### src/rtl/seq_bit_serializer_if.sv
// Word-in / bit-out bus between a word source and the bit serializer that feeds
// the 1011 detector.
interface seq_bit_serializer_if #(
  parameter int DATA_W = 8
);
  logic [DATA_W-1:0] in_data;
  logic              in_valid;
  logic              in_ready;
  logic              ser_bit;
  logic              ser_valid;
  logic              word_done;
  logic              underrun;

  modport master (
    output in_data, in_valid,
    input  in_ready, ser_bit, ser_valid, word_done, underrun
  );

  modport slave (
    input  in_data, in_valid,
    output in_ready, ser_bit, ser_valid, word_done, underrun
  );
endinterface

### src/rtl/seq_bit_serializer.sv
// Parallel-to-serial stage: takes DATA_W-bit words over valid/ready and emits
// one bit per clock, with a one-word holding register for gap-free streaming.
module seq_bit_serializer #(
  parameter int DATA_W    = 8,
  parameter bit MSB_FIRST = 1'b1,
  parameter bit IDLE_BIT  = 1'b0
) (
  input logic                clk,
  input logic                reset,
  seq_bit_serializer_if.slave bus
);

  localparam int CNT_W = $clog2(DATA_W);
  localparam logic [CNT_W-1:0] LAST_CNT = CNT_W'(DATA_W - 1);

  typedef enum logic {
    IDLE,
    SHIFT
  } state_t;

  state_t            state;
  logic [DATA_W-1:0] shreg;
  logic [DATA_W-1:0] hold;
  logic [CNT_W-1:0]  cnt;
  logic              hold_v;
  logic              underrun_q;

  logic              active;
  logic              accept;
  logic [DATA_W-1:0] shreg_next;

  assign active = (state == SHIFT);
  assign accept = bus.in_valid && !hold_v;

  // Zeros fill in behind the output end; they never reach ser_bit while active.
  assign shreg_next = MSB_FIRST ? {shreg[DATA_W-2:0], 1'b0}
                                : {1'b0, shreg[DATA_W-1:1]};

  always_ff @(posedge clk) begin
    if (reset) begin
      state      <= IDLE;
      shreg      <= '0;
      hold       <= '0;
      cnt        <= '0;
      hold_v     <= 1'b0;
      underrun_q <= 1'b0;
    end else begin
      underrun_q <= 1'b0;
      case (state)
        IDLE: begin
          if (accept) begin
            shreg <= bus.in_data;
            cnt   <= '0;
            state <= SHIFT;
          end
        end
        SHIFT: begin
          if (cnt != LAST_CNT) begin
            shreg <= shreg_next;
            cnt   <= cnt + 1'b1;
            if (accept) begin
              hold   <= bus.in_data;
              hold_v <= 1'b1;
            end
          end else if (hold_v) begin
            // in_ready is low here, so no accept can collide with the reload.
            shreg  <= hold;
            cnt    <= '0;
            hold_v <= 1'b0;
          end else if (accept) begin
            shreg <= bus.in_data;
            cnt   <= '0;
          end else begin
            state      <= IDLE;
            underrun_q <= 1'b1;
          end
        end
        default: state <= IDLE;
      endcase
    end
  end

  assign bus.in_ready  = !hold_v;
  assign bus.ser_valid = active;
  assign bus.ser_bit   = active ? (MSB_FIRST ? shreg[DATA_W-1] : shreg[0]) : IDLE_BIT;
  assign bus.word_done = active && (cnt == LAST_CNT);
  assign bus.underrun  = underrun_q;

endmodule

### src/flat_wrapper.sv
// flat-port wrapper written by rule: the top's interface ports become plain ports
module seq_bit_serializer_flat 
#(
  parameter int DATA_W    = 8,
  parameter bit MSB_FIRST = 1'b1,
  parameter bit IDLE_BIT  = 1'b0
)
  (clk, reset, bus_in_data, bus_in_valid, bus_in_ready, bus_ser_bit, bus_ser_valid, bus_word_done, bus_underrun);
  seq_bit_serializer_if #(.DATA_W(DATA_W)) bus_i ();
  input logic clk;
  input logic reset;
  input wire logic [$bits(bus_i.in_data)-1:0] bus_in_data;
  input wire logic [$bits(bus_i.in_valid)-1:0] bus_in_valid;
  output wire logic [$bits(bus_i.in_ready)-1:0] bus_in_ready;
  output wire logic [$bits(bus_i.ser_bit)-1:0] bus_ser_bit;
  output wire logic [$bits(bus_i.ser_valid)-1:0] bus_ser_valid;
  output wire logic [$bits(bus_i.word_done)-1:0] bus_word_done;
  output wire logic [$bits(bus_i.underrun)-1:0] bus_underrun;
  assign bus_i.in_data = bus_in_data;
  assign bus_i.in_valid = bus_in_valid;
  assign bus_in_ready = bus_i.in_ready;
  assign bus_ser_bit = bus_i.ser_bit;
  assign bus_ser_valid = bus_i.ser_valid;
  assign bus_word_done = bus_i.word_done;
  assign bus_underrun = bus_i.underrun;
  seq_bit_serializer #(.DATA_W(DATA_W), .MSB_FIRST(MSB_FIRST), .IDLE_BIT(IDLE_BIT)) u_core (.clk(clk), .reset(reset), .bus(bus_i));
endmodule
### config.mk
export PLATFORM = sky130hd
export DESIGN_NAME = seq_bit_serializer_flat
export DESIGN_NICKNAME = d
export VERILOG_FILES = /design/src/rtl/seq_bit_serializer_if.sv /design/src/rtl/seq_bit_serializer.sv /design/src/flat_wrapper.sv
export SDC_FILE = /design/constraint.sdc
export NUM_CORES = 1
export LEC_CHECK = 0
export CORE_MARGIN = 2
export CORE_UTILIZATION = 33
export DETAILED_ROUTE_END_ITERATION = 16
export PLACE_DENSITY_LB_ADDON = 0.15
export SLEW_MARGIN = 10
export SYNTH_ARGS = -nofsm -noshare
export SYNTH_HDL_FRONTEND = slang
export SYNTH_SLANG_ARGS = --single-unit
### constraint.sdc
create_clock -name clk -period 3.75 [get_ports clk]
set_input_delay 0.5625 -clock clk [delete_from_list [all_inputs] [get_ports clk]]
set_output_delay 0.5625 -clock clk [all_outputs]
set_load 0.02 [all_outputs]
Word-level counts from Yosys, hierarchy flattened
Cells that the tools add are included.
{"block": "totals", "reg_bits": 22, "inputBits": 11, "output_inout_bits": 5, "wordCells": 33}
{"block": "op_classes", "add_sub_neg": 1, "eq_ne": 3, "mux": 16, "n_bitwise": 1, "n_reduce_logical": 6}
{"operator": "2-to-1 mux 8 bit", "n": 3}
{"operator": "case mux 8 bit (2 select lines)", "n": 1}
{"operator": "2-to-1 mux 3 bit", "n": 3}
{"operator": "2-to-1 mux 1 bit", "n": 7}
{"operator": "case mux 3 bit (2 select lines)", "n": 1}
{"operator": "OR reduction 4 bit", "n": 1}
{"operator": "adder 3 x 1 -> 3 bit, second input constant", "n": 1}
{"operator": "equality test 3 bit, second input constant", "n": 1}
{"operator": "!= test 3 bit, second input constant", "n": 1}
{"operator": "AND reduction 3 bit", "n": 1}
{"operator": "logical AND 1 bit", "n": 2}
{"operator": "!= test 2 x 1 -> 1 bit, second input constant", "n": 1}
{"operator": "case mux 1 bit (2 select lines)", "n": 1}
{"operator": "AND reduction 2 bit", "n": 1}
{"operator": "zero test 1 bit", "n": 1}
{"operator": "NOT 1 bit", "n": 1}

Logic depth before layout (Yosys ltp)
{"block": "logic_depth", "depth_word": 6, "ltp_mapped": 6, "mapped_depth_nobuf": 5}

Worst setup path after synthesis
No wires, ideal clock.
{"block": "synth_timing", "kind": "reg2out", "startpoint": "reg u_core.cnt[0]", "endpoint": "out bus_word_done", "arrival_ns": 1.068, "t_required_ns": 3.188, "setup_slack_ns": 2.119, "path_stages_with_launch": 5, "path_buffers": 0, "path_cell_list": "dfxtp_1 -> ha_1 -> ha_1 -> nand2_1 -> inv_1"}
{"block": "synth_between", "elab_chain_len": 2}
{"item": "start, declared", "line": "seq_bit_serializer.sv:24", "rtl": "logic [CNT_W-1:0] cnt;"}
{"item": "start signal, assigned", "line": "seq_bit_serializer.sv:60", "rtl": "cnt <= cnt + 1'b1;"}
{"item": "equality test 3 bit", "line": "seq_bit_serializer.sv:86", "rtl": "assign bus.word_done = active && (cnt == LAST_CNT);"}
{"item": "logical AND 1 bit", "line": "seq_bit_serializer.sv:86"}
{"item": "end, declared", "line": "flat_wrapper.sv:17", "rtl": "output wire logic [$bits(bus_i.word_done)-1:0] bus_word_done;"}
No other way between the ends.

Worst setup path in the final report
{"block": "layout_timing", "startpoint": "reg u_core.cnt[1]", "endpoint": "out bus_word_done"}
Same word-level chain as after synthesis.

==> impl_results.md <==
* Status: finished clean
* Worst Setup Start Kind: register
* Vias in the first global route at between 700 and 800
* Fin crit share at just under 70%
* Final setup margin at approximately 1.2 ns
* Cell taking the most area after synthesis: dfxtp_1
* Drt drc at 0
* First-pass GRT wire length at ~3.5 mm
* Yosys top cell area share at between 40% and 50%
* Register area share after synthesis at a little over two fifths
* Critical path type: register to output pin
* Initial Utilization at 34.17%
* Pleak at between 0.4 and 0.5 nW
* R2R depth at 5
* Clock Path Buffers at 2
* CORE AREA at between 3000 and 4000 µm²
* Rows at 20
* RSZ-0062 raised after global routing: false
* DRT iter0 DRCs at 26
* Final design utilization at 40.87%
* Seq cells post-synth at 22
* I/O Buffers at 15
* Detail Placement HPWL at around 1.4 mm
* Hold path cells at 2
* Top post-synthesis cells by area: dfxtp_1 (43%), mux2i_1 (15%), o32ai_1 (5.9%), a211oi_1 (5.1%), ha_1 (3.6%)
* Clk slew on worst S/H paths at between 0.1 and 0.15 ns
* Worst-skew pair later-pin latency at 0.31 ns
* Placer Congestion at 0.7431
* Asr flop ratio synth at 0%
* Overall die height at 60.00 µm
* FMAX at between 300 and 400 MHz
* Die area at ~3600 µm²
* Synth warnings at 0
* Max Slew Vio Count at 0
* CTS tree: built
* Req. time, crit path at around 3.2 ns
* Distinct cells, synth at 27
* Vias per cell at about 4.9
* Clk sinks at 22
* Post-Route Skew at about 0.0056 ns
* Per-cell routed wire length at around 13 µm
* Synth Flop Type: dfxtp_1
* Die X at roughly 60 µm
* Final wirelength at 2.072 mm
* Power Dens Cells at about 420 nW/µm²
* Cells after Synth at between 100 and 150
* Nets@finish at between 100 and 150
* Gr usage total at a little over an eighth
* Slew Limit Headroom at a little under two fifths
* Mapped Area at 1035 µm²
* Leading cell type in the layout, fill and taps excluded: dfxtp_1
* PostCTS Resize Cnt at 0
* Hold_buf cts at 0
* Root buf cell: clkbuf_4
* # Max-Cap Violations at 0
* Final ANT Viol Nets at 0
* Dpl ws at 1.494 ns
* Setup TNS at 0 ns
* Critical Path AT at 2.02 ns
* Commonest cells after routing, fill and taps aside: dfxtp_1 (22), mux2i_1 (16), clkdlybuf4s50_1 (15), nor2_1 (9)
* Initial antenna violation count at 0
* CTS buffer count at 3
* H-tree levels at 1
* Largest net degree at the start of global routing at 25
* Post-synth EDFFs at 0
* Setup Fix Bufs, Post-CTS at 0
* Synthesized net count at 115
* Grt ovf at 0
* Crit path time final at roughly 2.6 ns
* Worst Path Max Fanout at 10
* Critical path endpoint category: output pin
* Worst hold path class: register to register
* Pre-antenna DRT Iters at 4
* Final Hold Viols at 0
* I/O Pins at 16
* Area grow syn2layout at 19.59%
* Setup violators final at 0
* Syn_area_per_cell at between 10 and 15 µm²
* Peak VDD IR at roughly 170 µV
* Fraction of layout cells with a size suffix above 1 at under 10%
* Slew @ Worst Pin at roughly 0.9 ns
* Total number of vias at between 700 and 800
* Ant. Diodes at 0
-- logic make-up after synthesis --
family                   count (synthesis)  synth area share [%]
AND/OR/NAND/NOR                         26                 13.79
AO/OA/AOI/OAI                           23                 16.69
flip-flops                              22                 42.56
adder cells (fa/ha/maj)                  3                 3.628
buffers and inverters                   10                 6.771
multiplexers                            17                 16.57
-- power breakdown --
group | internal (mW) | total (mW) | leakage [nW] | switching [mW]
Sequential | 0.248 | 0.259 | 0.180 | 0.0108
Clock | 0.108 | 0.184 | 0.0279 | 0.0755
Combinational | 0.0369 | 0.0723 | 0.267 | 0.0354
Total | 0.393 | 0.515 | 0.476 | 0.122
-- stage by stage --
step / power, mW / instance area, µm² / hold WS [ns] / instances
5_1_grt: 0.5411 / 1237 / 0.5404 / 158
6_report: 0.5151 / 1237 / 0.5099 / 158
2_1_floorplan: 0.3157 / 1035 / 0.4605 / 101
4_1_cts: 0.5230 / 1237 / 0.5172 / 158
3_3_place_gp: 0.3363 / 1185 / 0.4799 / 154
3_5_place_dp: 0.3369 / 1185 / 0.4887 / 154
-- cell usage after synthesis (2+ instances only) --
master	number
a211oi_1	7
a21oi_1	5
buf_6	2
clkbuf_1	2
dfxtp_1	22
ha_1	3
inv_1	3
mux2i_1	16
nand2_1	5
nand2b_1	2
nor2_1	9
nor3_1	3
o211ai_1	2
o32ai_1	7
-- final cells by class --
class | count | area, µm²
timing repair buffer | 15 | 150.1
sequential | 22 | 440.4
inverter | 4 | 15.01
fill | 314 | 1790
clock buffer | 3 | 22.52
tap | 44 | 55.05
multi-input combinational | 69 | 524.3
clock inverter | 1 | 30.03
-- layer usage --
metal	share of wire [%]	vias to the layer above	global-route usage, %	wire length (µm)
li1	-	397	-	-
met1	50	369	17.26	1036
met2	45	13	20.65	929
met3	4.2	2	2.381	87
met4	0.92	0	6.667	19
met5	0	-	0	0
-- critical path: stages (launching register included) --
cell             delay (ns)
dfxtp_1                0.36
ha_1                   0.17
ha_1                   0.19
nand2_1                0.23
inv_1                  0.15
clkdlybuf4s50_1        0.61
-- registers in the layout, indices dropped and copies added, names as in the netlist --
name,cells
u_core.hold_v,1
u_core.shreg,8
u_core.hold,8
u_core.bus.underrun,1
u_core.bus.ser_valid,1
u_core.cnt,3
-- worst paths after layout --
kind	from	endpoint	slack [ns]
worst max-delay path	u_core.cnt[1]$_SDFF_PP0_	bus_word_done	1.17
worst min-delay path	u_core.hold[0]$_SDFFE_PP0P_	u_core.hold[0]$_SDFFE_PP0P_	0.51
worst max register to register	u_core.cnt[0]$_SDFF_PP0_	u_core.hold[5]$_SDFFE_PP0P_	2.08
worst min register to register	u_core.hold[0]$_SDFFE_PP0P_	u_core.hold[0]$_SDFFE_PP0P_	0.51
(Power assumes the default switching activity.)
